===== config.mk =====
export PLATFORM = sky130hd
export DESIGN_NAME = ra_2r1w_32x32_bist
export DESIGN_NICKNAME = d
export VERILOG_FILES = /design/src/rtl/ra_2r1w_32x32_bist.sv
export SDC_FILE = /design/constraint.sdc
export NUM_CORES = 1
export LEC_CHECK = 0
export ABC_CLOCK_PERIOD_IN_PS = 6000
export CAP_MARGIN = 25
export CORE_ASPECT_RATIO = 0.9
export CORE_MARGIN = 4
export CORE_UTILIZATION = 40
export CTS_BUF_LIST = sky130_fd_sc_hd__clkbuf_16
export DETAILED_ROUTE_END_ITERATION = 6
export PLACE_DENSITY_LB_ADDON = 0.25
export SETUP_SLACK_MARGIN = 0.15
export SYNTH_ARGS = -nofsm -noshare
export SYNTH_HDL_FRONTEND = slang
export SYNTH_SLANG_ARGS = --single-unit

===== constraint.sdc =====
create_clock -name clk -period 6 [get_ports clk]
set_clock_uncertainty 0.15 [all_clocks]
set_input_delay 0.6 -clock clk [delete_from_list [all_inputs] [get_ports clk]]
set_output_delay 0.6 -clock clk [all_outputs]
set_load 0.02 [all_outputs]

===== src/rtl/ra_2r1w_32x32_bist.sv =====
// ---------------------------------------------------------------------------
// ra_2r1w_32x32_bist
//
// Built-in self test engine for a 32-entry x 32-bit register array with two
// read ports and one write port. A test runs two phases. Each phase writes
// the whole array with an alternating background pattern and then reads it
// back through both read ports at once. Port 0 walks the addresses upwards
// and port 1 walks them downwards.
//
// Parameters
//   RD_LAT       cycles from a read request to valid read data
//                (2 = latched read data, 1 = unlatched)
//
// Ports
//   clk          single clock, rising edge
//   reset_n      asynchronous active-low reset
//   start        one-cycle pulse that begins a test (ignored unless idle)
//   bg           background pattern, sampled on the start cycle
//   ra_rd_enb_*  read enables for read ports 0 and 1
//   ra_rd_adr_*  read addresses for read ports 0 and 1
//   ra_wr_*      write enable, address and data for the write port
//   ra_rd_dat_*  read data returned by the array wrapper
//   busy         high from the first write up to the end of the last drain
//   done         one-cycle pulse at the end of a completed test
//   fail         sticky mismatch flag, cleared by the next start
//   err_cnt      saturating count of mismatching port reads
//   err_adr      read step (port-0 address) of the first mismatch
//   err_port     port of the first mismatch (port 0 wins a tie)
// ---------------------------------------------------------------------------
module ra_2r1w_32x32_bist #(
  parameter int RD_LAT = 2
) (
  input  logic        clk,
  input  logic        reset_n,
  input  logic        start,
  input  logic [0:31] bg,
  output logic        ra_rd_enb_0,
  output logic [0:4]  ra_rd_adr_0,
  output logic        ra_rd_enb_1,
  output logic [0:4]  ra_rd_adr_1,
  output logic        ra_wr_enb_0,
  output logic [0:4]  ra_wr_adr_0,
  output logic [0:31] ra_wr_dat_0,
  input  logic [0:31] ra_rd_dat_0,
  input  logic [0:31] ra_rd_dat_1,
  output logic        busy,
  output logic        done,
  output logic        fail,
  output logic [0:7]  err_cnt,
  output logic [0:4]  err_adr,
  output logic        err_port
);

  typedef enum logic [3:0] {
    IDLE, WR0, GAP0, RD0, DRN0, WR1, GAP1, RD1, DRN1, DONE
  } state_t;

  typedef struct packed {
    logic       valid;
    logic [4:0] adr0;
    logic [4:0] adr1;
    logic       ph;
  } cmp_t;

  localparam logic [4:0] DRN_LAST = 5'(RD_LAT - 1);

  state_t      state_q, state_d;
  logic [4:0]  cnt_q, cnt_d;
  logic [31:0] bg_q, bg_d;
  logic        launch;

  logic        busy_q, busy_d;
  logic        done_q, done_d;
  logic        phase_q, phase_d;
  logic        wr_enb_q, wr_enb_d;
  logic [4:0]  wr_adr_q, wr_adr_d;
  logic [31:0] wr_dat_q, wr_dat_d;
  logic        rd_enb_q, rd_enb_d;
  logic [4:0]  rd_adr0_q, rd_adr0_d;
  logic [4:0]  rd_adr1_q, rd_adr1_d;

  cmp_t        pipe_q [RD_LAT];
  cmp_t        head;
  logic        mis0, mis1;
  logic [8:0]  err_sum;

  logic        fail_q, fail_d;
  logic [7:0]  err_cnt_q, err_cnt_d;
  logic [4:0]  err_adr_q, err_adr_d;
  logic        err_port_q, err_port_d;

  // Even addresses hold B and odd addresses hold ~B in phase 0. Phase 1
  // swaps the two.
  function automatic logic [31:0] exp_data(input logic [4:0] a, input logic ph,
                                           input logic [31:0] b);
    return (a[0] ^ ph) ? ~b : b;
  endfunction

  // Next-state logic. The address counter is 5 bits wide, so the step after
  // address 31 wraps to 0. That wrap is what ends each write and read phase.
  always_comb begin
    state_d = state_q;
    cnt_d   = cnt_q;
    bg_d    = bg_q;
    launch  = 1'b0;
    case (state_q)
      IDLE: begin
        if (start) begin
          state_d = WR0;
          cnt_d   = '0;
          bg_d    = bg;
          launch  = 1'b1;
        end
      end
      WR0, WR1, RD0, RD1: begin
        cnt_d = cnt_q + 5'd1;
        if (cnt_q == 5'd31) begin
          if (state_q == WR0)      state_d = GAP0;
          else if (state_q == WR1) state_d = GAP1;
          else if (state_q == RD0) state_d = DRN0;
          else                     state_d = DRN1;
        end
      end
      GAP0: begin
        state_d = RD0;
        cnt_d   = '0;
      end
      GAP1: begin
        state_d = RD1;
        cnt_d   = '0;
      end
      DRN0, DRN1: begin
        cnt_d = cnt_q + 5'd1;
        if (cnt_q == DRN_LAST) begin
          state_d = (state_q == DRN0) ? WR1 : DONE;
          cnt_d   = '0;
        end
      end
      DONE:    state_d = IDLE;
      default: state_d = IDLE;
    endcase

    // Outputs are computed from the next state so that the registered
    // versions line up with the state register.
    phase_d   = state_d inside {WR1, GAP1, RD1, DRN1};
    wr_enb_d  = state_d inside {WR0, WR1};
    rd_enb_d  = state_d inside {RD0, RD1};
    wr_adr_d  = wr_enb_d ? cnt_d : '0;
    wr_dat_d  = wr_enb_d ? exp_data(cnt_d, phase_d, bg_d) : '0;
    rd_adr0_d = rd_enb_d ? cnt_d : '0;
    rd_adr1_d = rd_enb_d ? ~cnt_d : '0;
    busy_d    = !(state_d inside {IDLE, DONE});
    done_d    = (state_d == DONE);
  end

  // Result checking. The tail of the pipeline describes the read whose data
  // is on ra_rd_dat_* in this cycle. err_adr records the read step, which is
  // also the port-0 address. The port-1 address for that step is
  // 31 - err_adr.
  always_comb begin
    head       = pipe_q[RD_LAT-1];
    mis0       = head.valid && (ra_rd_dat_0 != exp_data(head.adr0, head.ph, bg_q));
    mis1       = head.valid && (ra_rd_dat_1 != exp_data(head.adr1, head.ph, bg_q));
    err_sum    = {1'b0, err_cnt_q} + {8'd0, mis0} + {8'd0, mis1};
    fail_d     = fail_q;
    err_cnt_d  = err_cnt_q;
    err_adr_d  = err_adr_q;
    err_port_d = err_port_q;
    if (launch) begin
      fail_d     = 1'b0;
      err_cnt_d  = '0;
      err_adr_d  = '0;
      err_port_d = 1'b0;
    end else if (mis0 || mis1) begin
      fail_d    = 1'b1;
      err_cnt_d = err_sum[8] ? 8'hFF : err_sum[7:0];
      if (!fail_q) begin
        err_adr_d  = head.adr0;
        err_port_d = !mis0;
      end
    end
  end

  always_ff @(posedge clk or negedge reset_n) begin
    if (!reset_n) begin
      state_q    <= IDLE;
      cnt_q      <= '0;
      bg_q       <= '0;
      busy_q     <= 1'b0;
      done_q     <= 1'b0;
      phase_q    <= 1'b0;
      wr_enb_q   <= 1'b0;
      wr_adr_q   <= '0;
      wr_dat_q   <= '0;
      rd_enb_q   <= 1'b0;
      rd_adr0_q  <= '0;
      rd_adr1_q  <= '0;
      fail_q     <= 1'b0;
      err_cnt_q  <= '0;
      err_adr_q  <= '0;
      err_port_q <= 1'b0;
      for (int i = 0; i < RD_LAT; i++) pipe_q[i] <= '0;
    end else begin
      state_q    <= state_d;
      cnt_q      <= cnt_d;
      bg_q       <= bg_d;
      busy_q     <= busy_d;
      done_q     <= done_d;
      phase_q    <= phase_d;
      wr_enb_q   <= wr_enb_d;
      wr_adr_q   <= wr_adr_d;
      wr_dat_q   <= wr_dat_d;
      rd_enb_q   <= rd_enb_d;
      rd_adr0_q  <= rd_adr0_d;
      rd_adr1_q  <= rd_adr1_d;
      fail_q     <= fail_d;
      err_cnt_q  <= err_cnt_d;
      err_adr_q  <= err_adr_d;
      err_port_q <= err_port_d;
      pipe_q[0]  <= cmp_t'{valid: rd_enb_q, adr0: rd_adr0_q, adr1: rd_adr1_q, ph: phase_q};
      for (int i = 1; i < RD_LAT; i++) pipe_q[i] <= pipe_q[i-1];
    end
  end

  assign ra_rd_enb_0 = rd_enb_q;
  assign ra_rd_adr_0 = rd_adr0_q;
  assign ra_rd_enb_1 = rd_enb_q;
  assign ra_rd_adr_1 = rd_adr1_q;
  assign ra_wr_enb_0 = wr_enb_q;
  assign ra_wr_adr_0 = wr_adr_q;
  assign ra_wr_dat_0 = wr_dat_q;
  assign busy        = busy_q;
  assign done        = done_q;
  assign fail        = fail_q;
  assign err_cnt     = err_cnt_q;
  assign err_adr     = err_adr_q;
  assign err_port    = err_port_q;

endmodule


==> results.ini <==
[synthesis]
synth_compound_area_frac = 0.06979
synth_nets = 690
synth-simple-area-share = 0.1691
ys_async_sr_fraction = 1.000
synth_top_area_frac = 0.4917
synth_warnings = 0
syn-cell-area_mm2 = 0.006311
yosysUniqueCellTypes = 55
synth_flop_cell = dfrtp_1
yosysSeqAreaShare = 0.4917
synthXorXnorAreaFrac = 0.2127
ys_top_cells_by_count = dfrtp_1 (124), nand2_1 (120), nor2_1 (63), xor2_1 (42), xnor3_1 (32)
synth_enable_flop_cells = 0
synth_top_family_by_area = XOR/XNOR gates
syn_inst = 586
synthTopCellsByArea = dfrtp_1 (49%), xnor3_1 (11%), nand2_1 (7.1%)
avgSynthCellArea_um2 = 10.77
ys_ff_latch = 124
yosysTopAreaCell = dfrtp_1
synthAdderAreaFrac = 0.01110
synth.area.mux_share = 0.01804
synth.most_common_cell = dfrtp_1

[clocking]
ctsHoldBuffers = 0
cts_root_buffer = clkbuf_16
cts_sinks = 124
post_cts_buffers = 0
htree_levels = 4
cts_tree = done
clock_path_buffers = 2
clk_latency_ns = 0.41
post_cts_resized = 0
path_clk_slew_ns = 0.06
cts_buffers = 17

[placed_design]
pre_cts_slack_ns = 1.353
portBuffers = 165
dpl.hpwl_um = 13210
routabilityCongestion = 0.9553

[worst_setup_path]
critPathKind = input port to flop
crit_end = err_cnt[5]$_DFFE_PN0P_
path_cells = clkdlybuf4s50_1 -> xnor2_1 -> or4_1 -> nor3_1 -> o2111ai_1 -> nor2_1 -> nor2b_1 -> fa_1 -> ha_1 -> and3_1 -> and3_1 -> or4b_2 -> o211a_1
max_stage_delay_ns = 0.64
reg2reg_depth = 12
cp.depth = 13
crit_fanout = 6
timing.rr.end = err_cnt[5]$_DFFE_PN0P_
r2r_slack_ns = 1.87
path_buf_inv = 1
start_kind = input port
worstPathRequired_ns = 6.15
arrival_ns = 4.40
slowest_stage = or4b_2
startpoint = ra_rd_dat_1[30]
critPathTopFamily = simple AND/OR/NAND/NOR gates
critPathCaptureType = flop
r2r-start = bg_q[8]$_DFF_PN0_
crit_top_cell = and3_1

[timing]
grt_setup_unrepaired = no
setup_slack_ns = 1.748
slew_headroom = 0.3804
final.period_utilization = 0.7086
fin_crit_ns = 4.252
tightest_slew_ns = 0.9294
clock.fmax_mhz = 235.2
hold_viol = 0
setup_viol = 0
tns_ns = 0
fin_hold_ws_ns = 0.09019
slew_violations = 0

[route]
drt_iter0_markers = 275
wire_per_inst_um = 18.66
num_vias = 4893
postRouteAntennaNets = 0
vias_per_cell = 5.076
wirelength_um = 17990
dr.pass1.iters = 5
drcViolationCount = 0

[power_and_ir_drop]
power_density_mw_per_mm2 = 224.7
ir_worst_vdd_v = 0.0002168
p_leak_nw = 4.274

[layout]
drive_gt1_frac = 0.06833
area_delta_synth_final_pct = 38.26
fin_nets = 852

[floorplan]
pin_count = 166
design.die.area_mm2 = 0.01785
rows = 43
core_area_mm2 = 0.01544
start_util = 0.4087
die_w_um = 140.4
die_h_um = 127.2

[global_routing]
grt_start_max_net_pins = 72
first_global_vias = 5160
grt_usage = 0.2070
antenna_found_initial = 1
grt_first_pass_wirelength_um = 28520
overflow = 0

[flow_run]
max_cap_viol_count = 0

[worst_hold_path]
hp-class = input port to asynchronous set/reset pin

[outcome]
status = complete, no violations

-- cells by family after synthesis --
family	after synthesis
DFF	124
muxes	11
and+or+nand+nor	242
xor gates and xnor gates	103
AOI/OAI and AO/OA	59
adders and majority gates	5
buffers and inverters	42
-- how the worst min path moves through the flow --
stage / end / start / slack [ns]
3_3_place_gp: pipe_q[12]$_DFF_PN0_ / phase_q$_DFF_PN0_ / 0.18
3_5_place_dp: head[11]$_DFF_PN0_ / pipe_q[23]$_DFF_PN0_ / 0.19
6_report: ra_wr_dat_0[20]$_DFF_PN0_ / reset_n / 0.09
4_1_cts: bg_q[9]$_DFF_PN0_ / reset_n / 0.11
2_1_floorplan: bg_q[0]$_DFF_PN0_ / reset_n / 0.15
5_1_grt: bg_q[9]$_DFF_PN0_ / reset_n / 0.15
-- metrics by stage --
stage	total power, W	std cells	cell area, um^2	util
2_1_floorplan	0.0008812	586	6311	-
3_3_place_gp	0.0009770	930	8124	0.5261
3_5_place_dp	0.0009781	930	8124	0.5261
4_1_cts	0.001978	962	8696	0.5632
5_1_grt	0.002030	964	8726	0.5651
6_report	0.001961	964	8726	0.5651
-- per-layer routing --
layer | GRT usage | vias up | routed length [um]
li1 | - | 2299 | -
met5 | 0 | - | 0
met4 | 0.05812 | 0 | 250
met2 | 0.3240 | 156 | 8565
met1 | 0.2943 | 2419 | 8222
met3 | 0.04341 | 19 | 948
-- layout make-up --
cell class                 instances  area (um^2)
tap                              202        252.7
inverter                          16        60.06
clock buffer                      17        425.4
multi-input combinational        420         3037
antenna                            1        2.502
sequential                       124         3103
timing repair buffer             169         1699
clock inverter                    15        146.4
fill                            1324         6715
-- cell usage in the layout (no fill, tap or decap), drive strengths merged, types with 4 or more instances in the layout --
| cell type | synthesis | layout |
|---|---|---|
| nor3 | 7 | 7 |
| mux2i | 8 | 8 |
| xnor2 | 29 | 29 |
| and2 | 7 | 7 |
| xnor3 | 32 | 32 |
| nor4 | 10 | 10 |
| nor2 | 63 | 63 |
| a21oi | 12 | 12 |
| ha | 4 | 4 |
| dfrtp | 124 | 124 |
| o21ai | 13 | 13 |
| xor2 | 42 | 42 |
| and3 | 4 | 4 |
| o22ai | 7 | 7 |
| nand3 | 12 | 12 |
| clkinv | 0 | 8 |
| clkdlybuf4s50 | 0 | 164 |
| clkbuf | 17 | 17 |
| nand2 | 120 | 120 |
| nor2b | 4 | 4 |
| inv | 16 | 18 |
| buf | 9 | 5 |
-- power breakdown --
| part | internal, W | leakage (nW) | total, W | switching (W) |
|---|---|---|---|---|
| Clock | 0.000608 | 0.270 | 0.000998 | 0.000389 |
| Combinational | 0.0000735 | 2.48 | 0.000126 | 0.0000528 |
| Sequential | 0.000837 | 1.52 | 0.000837 | 0.0000000527 |
| Total | 0.00152 | 4.27 | 0.00196 | 0.000442 |
-- sequential cells by signal, indices dropped and copies added (netlist names) --
signal and count:
state_q 4, ra_rd_adr_1 5, err_port 1, ra_wr_adr_0 5
ra_wr_enb_0 1, bg_q 32, fail 1, err_adr 5
done 1, phase_q 1, err_cnt 8, ra_wr_dat_0 32
ra_rd_enb_0 1, head 8, busy 1, pipe_q 8
ra_rd_adr_0 5, cnt_q 5
-- worst register-to-register path, cell delays in order, from the launching register on --
cell	delay [ns]
dfrtp_1	0.46
xnor2_1	0.18
or4_1	0.57
nor4_2	0.31
o221ai_2	0.16
nor2_1	0.24
nor2b_1	0.10
fa_1	0.42
ha_1	0.22
and3_1	0.19
and3_1	0.23
or4b_2	0.64
o211a_1	0.15
(Power assumes the default switching activity.)
==> patch 1, RTL diff (same flow settings) <==
Make the reset (`reset_n`) synchronous in one clocked block. Comments in the files are not updated.
--- a/src/rtl/ra_2r1w_32x32_bist.sv
+++ b/src/rtl/ra_2r1w_32x32_bist.sv
@@ -181,7 +181,7 @@
     end
   end
 
-  always_ff @(posedge clk or negedge reset_n) begin
+  always_ff @(posedge clk) begin
     if (!reset_n) begin
       state_q    <= IDLE;
       cnt_q      <= '0;
Behaviour: differs if reset_n is asserted again (counterexample within 4 cycles, from zero or initial values and one cycle with reset_n low); with reset_n held inactive, the same outputs for 10 cycles.
==> patch 1 against the original RTL <==
  * Cell count shrank 4.9%
  * Register-to-register slack got worse by 0.18 ns
  * Setup slack got worse by 0.11 ns
  * Maximum frequency fell by 2.6%
  * Cell area shrank 9.8%
  * Synthesized cell count is 2.4% lower
  * Wire length down 12%
  * Synthesized area fell by 13%
  * Core utilization rose by 2.4 points
  * Sequential cell count unchanged
Power is not compared: it rests on default switching activity, and its combinational part moved more than twofold at a synthesized area within 25%.
==> patch 1: results (changes against the original RTL) <==
| Metric | Value |
|---|---|
| Status | complete, no violations |
| Diode count | 0 (-1) |
| Net count after synthesis | 676 (-2.0%) |
| Post-CTS Setup Bufs | 0 (unchanged) |
| Critical path's top delay family | simple AND/OR/NAND/NOR gates |
| # nets final | 840 (-1.4%) |
| Critical path arrival | 4.50 ns (+0.10 ns) |
| Setup TNS | 0 ns (unchanged) |
| Clk_lat worst skew | around 0.42 ns |
| Worst R2R Setup Slack | 1.69 ns (-0.18 ns) |
| Placed cells | 885 (-4.8%) |
| Worst hold stages | 1 |
| Slowest stage delay, CP | 0.78 ns (+0.14 ns) |
| # setup viols final | 0 (unchanged) |
| Hold WS | 0.2784 ns (+0.1882 ns) |
| DP HPWL | 12170 µm (-7.9%) |
| Synth area leaders | dfxtp_1 45%, xnor2_1 12%, nor2_1 7.1%, mux2i_1 6.6%, xor2_1 4.7% |
| Initial antenna violation count | 0 (-1) |
| Leak pwr | ~3 nW |
| Hold Path End | pipe_q[0][12]$_SDFF_PN0_ |
| Synth warn | 0 (unchanged) |
| DP Area | 7297 µm² (-10%) |
| Worst slew margin | 0.3916 (+0.01121) |
| Hold path start | pipe_q[0][0]$_SDFF_PN0_ |
| Gpl congestion | 0.9281 (-2.8%) |
| Vias in the first global route | 4729 (-8.4%) |
| Mapped Cells | 572 (-2.4%) |
| Hold Path Class | reg -> reg |
| Reg2Reg Capture Point | err_cnt[0]$_SDFFE_PP0N_ |
| Final wirelength | 15890 µm (-12%) |
| H-Tree Depth | 4 (unchanged) |
| CTS Buf Count | 17 (unchanged) |
| CTS clock-pin slew for the worst setup and hold paths | around 0.05 ns |
| Total GRT Usage | 0.2057 (-0.001261) |
| Reg2reg path depth | 13 (+1) |
| Port Buf Inserts | 165 (unchanged) |
| Design Power | ~2.3 mW |
| Pre-antenna DRT Iters | 5 (unchanged) |
| Layout cell share with drive strength beyond 1 | 0.06275 (-0.005581) |
| Internal | 1.681 mW |
| Vias per std cell | 5.057 (-0.37%) |
| Setup WS pre-CTS | 1.250 ns (-0.1026 ns) |
| CTS root buf | clkbuf_16 |
| Register area share after synthesis | 0.4545 (-0.03715) |
| Commonest cells post-synth | 124 x dfxtp_1, 103 x nor2_1, 73 x xnor2_1 |
| Gates resized, CTS repair | 0 (unchanged) |
| Critical path's slowest cell | or4_1 |
| Largest net degree at the start of global routing | 34 (-53%) |
| Bufs on Longest Clock Path | 2 (unchanged) |
| R2r startpoint | pipe_q[0][12]$_SDFF_PN0_ |
| Crit path max fanout | 8 (+2) |
| Async SR Flop Fraction | 0 (-1.000) |
| Synth cell types | 56 (+1.8%) |
| PnR worst setup slack | 1.634 ns (-0.1141 ns) |
| Iteration-0 DRC Markers | 370 (+35%) |
| Seq pwr share | 0.392 |
| Logic gate share of total power | 0.178 |
| Vias post-DR | 4637 (-5.2%) |
| First-pass GRT wire length | 25140 µm (-12%) |
[patch 1: changes by cell type in the layout (fill, tap and decap cells not counted), sizes merged, moves of 28 or more]
| cell | delta |
|---|---|
| dfrtp | -124 |
| dfxtp | +124 |
| nand2 | -109 |
| xnor2 | +44 |
| nor2 | +41 |
| xnor3 | -32 |
| mux2i | +28 |
[patch 1: worst max path at each step]
stage                          from  depth (start not counted)                      end
finish              ra_rd_dat_0[29]                         14  err_cnt[0]$_SDFFE_PP0N_
floorplan            ra_rd_dat_0[3]                         13  err_cnt[0]$_SDFFE_PP0N_
global route        ra_rd_dat_0[29]                         14  err_cnt[0]$_SDFFE_PP0N_
detailed placement  ra_rd_dat_0[29]                         14  err_cnt[0]$_SDFFE_PP0N_
CTS                 ra_rd_dat_0[29]                         14  err_cnt[0]$_SDFFE_PP0N_
global placement    ra_rd_dat_0[31]                         14  err_cnt[0]$_SDFFE_PP0N_
[patch 1: metal layers]
layer  global-route usage  vias to the layer above  routed length (µm)
met2               0.3229                      172                7307
met5                    0                        -                   0
met4              0.07940                        0                 422
met1               0.2643                     2158                7180
met3              0.06715                       35                 977
li1                     -                     2272                   -
[patch 1: final cells by class]
cell class | count | area (µm²)
timing repair buffer | 170 | 1717
clock buffer | 17 | 425.4
tap | 168 | 210.2
clock inverter | 15 | 148.9
fill | 1156 | 5492
inverter | 10 | 37.54
sequential | 124 | 2482
multi-input combinational | 413 | 2850
[patch 1: kinds of logic after synthesis]
family / share of synthesized area
xor+xnor: 0.1695
compound gates: 0.08042
buf+inv: 0.02818
flops: 0.4545
fa+ha+maj: 0.01283
mux: 0.06598
simple gates: 0.1885
==> patch 2, RTL diff (config.mk and constraints unchanged) <==
Made on the original files. Set the parameter `RD_LAT` to 1 (it was 2).
--- a/src/rtl/ra_2r1w_32x32_bist.sv
+++ b/src/rtl/ra_2r1w_32x32_bist.sv
@@ -28,7 +28,7 @@
 //   err_port     port of the first mismatch (port 0 wins a tie)
 // ---------------------------------------------------------------------------
 module ra_2r1w_32x32_bist #(
-  parameter int RD_LAT = 2
+  parameter int RD_LAT = 1
 ) (
   input  logic        clk,
   input  logic        reset_n,
Formal check against the unedited RTL: same outputs for any inputs over 10 cycles, from zero or initial values and one cycle with reset_n low; that may be too few to reach the edited logic, so the function may still have changed.
==> patch 2 against the original RTL <==
  * Synthesized area fell by 10%
  * Critical endpoint is now err_cnt[3]$_DFFE_PN0P_
  * Core utilization rose by 2.8 points
  * Cell area fell by 7.5%
  * Count of clock-buffer cells in the layout did not move
  * Wire length fell by 4.8%
  * Sequential cell count fell by 8
  * Setup slack improved by 0.017 ns
Power is not compared: it rests on default switching activity, and its combinational part moved more than twofold at a synthesized area within 25%.
==> patch 2: results (changes against the original RTL) <==
| Metric | Value |
|---|---|
| Gpl congestion | 0.8845 (-7.4%) |
| Net count after synthesis | 700 (+1.4%) |
| Vias in the first global route | 4860 (-5.8%) |
| Iteration-0 DRC Markers | 291 (+5.8%) |
| Portion of netlist area occupied by mux cells | 0.01082 (-0.007217) |
| Synth cell types | 61 (+11%) |
| Commonest cells post-synth | 140 x nand2_1, 116 x dfrtp_1, 47 x a21oi_1 |
| Compound-cell area share of the yosys netlist | 0.1060 (+0.03624) |
| Synth area leaders | dfrtp_1 51%, nand2_1 9.3%, xnor2_1 6.0%, xor2_1 5.3%, a21oi_1 4.2% |
| Met3 usage | 0.05431 (+0.01090) |
| GRT met1 Usage | 0.2917 (-0.002620) |
| Post-synthesis adder-cell area fraction | 0.01237 (+0.001268) |
| Slowest stage delay, CP | 0.70 ns (+0.06 ns) |
| Pre-antenna DRT Iters | 4 (-1) |
| Met2 Track Usage GR | 0.3328 (+0.008762) |
| Post-synthesis xor/xnor area fraction | 0.1157 (-0.09698) |
| Layout cell share with drive strength beyond 1 | 0.05556 (-0.01278) |
| Register area share after synthesis | 0.5125 (+0.02081) |
| Count leader, synth | nand2_1 |
| Critical path's slowest cell | xnor2_1 |
| Crit path max fanout | 9 (+3) |
| First-pass GRT wire length | 26540 µm (-6.9%) |
| Total GRT Usage | 0.2146 (+0.007609) |
| Status | complete, no violations |
| # nets final | 867 (+1.8%) |
[patch 2: cell type report]
type / instances / area share
flip-flops and latches: 116 / 0.3598
multi-input cells: 441 / 0.3235
repair buffers: 173 / 0.2128
clock buffers: 17 / 0.05273
well taps: 189 / 0.02931
clock inverters: 13 / 0.01504
inverters: 14 / 0.006514
diodes: 1 / 0.0003102
[patch 2: cell families (layout without fill, tap and decap cells)]
logic type / after synthesis / count (layout)
XOR/XNOR: 74 / 74
adder cells (fa/ha/maj): 5 / 5
AND/OR/NAND/NOR: 261 / 261
AO/OA/AOI/OAI: 95 / 95
other: 0 / 1
buffers and inverters: 39 / 217
flip-flops: 116 / 116
multiplexers: 6 / 6
[patch 2: path summary, 6_finish.rpt]
kind	depth (start not counted)	start	slack (ns)	end
hold / removal	1	reset_n	0.15	ra_wr_dat_0[24]$_DFF_PN0_
max in group asynchronous	2	reset_n	4.39	head[11]$_DFF_PN0_
min in group clk	0	phase_q$_DFF_PN0_	0.20	head[0]$_DFF_PN0_
setup / recovery	13	head[0]$_DFF_PN0_	1.77	err_cnt[3]$_DFFE_PN0P_
setup reg to reg	13	head[0]$_DFF_PN0_	1.77	err_cnt[3]$_DFFE_PN0P_
hold reg to reg	0	phase_q$_DFF_PN0_	0.20	head[0]$_DFF_PN0_
[patch 2: worst reg2reg max path, cell delays in order, from the launching register on]
cell      delay (ns)
dfrtp_1         0.43
xnor2_1         0.70
and2_1          0.23
o221ai_1        0.12
or4b_1          0.58
nor3_4          0.29
nor2b_1         0.10
fa_1            0.42
ha_1            0.22
and3_1          0.21
and3_1          0.22
nand3_1         0.15
and2_4          0.18
a311oi_1        0.09
[patch 2: power by group through the flow]
stage / Clock (mW) / Combinational [mW] / Sequential [mW]
2_1_floorplan: 0 / 1.12 / 1.56
3_3_place_gp: 0 / 2.05 / 1.42
3_5_place_dp: 0 / 2.10 / 1.43
4_1_cts: 0.955 / 2.12 / 1.43
5_1_grt: 0.996 / 2.31 / 1.47
6_report: 0.938 / 2.12 / 1.42
[patch 2: per-stage QoR]
step / std cells / instance area (µm²) / worst slack, ns / utilization
2_1_floorplan: 596 / 5664 / 2.286 / -
6_report: 964 / 8068 / 1.766 / 0.5926
4_1_cts: 963 / 8065 / 1.736 / 0.5925
3_3_place_gp: 932 / 7503 / 1.463 / 0.5512
3_5_place_dp: 933 / 7518 / 1.398 / 0.5523
5_1_grt: 963 / 8065 / 1.529 / 0.5925
[patch 2: routing by layer]
layer  wire (µm)  share of wire
met3         990          0.058
met5           0              0
met2        8179           0.48
met1        7625           0.45
met4         327          0.019
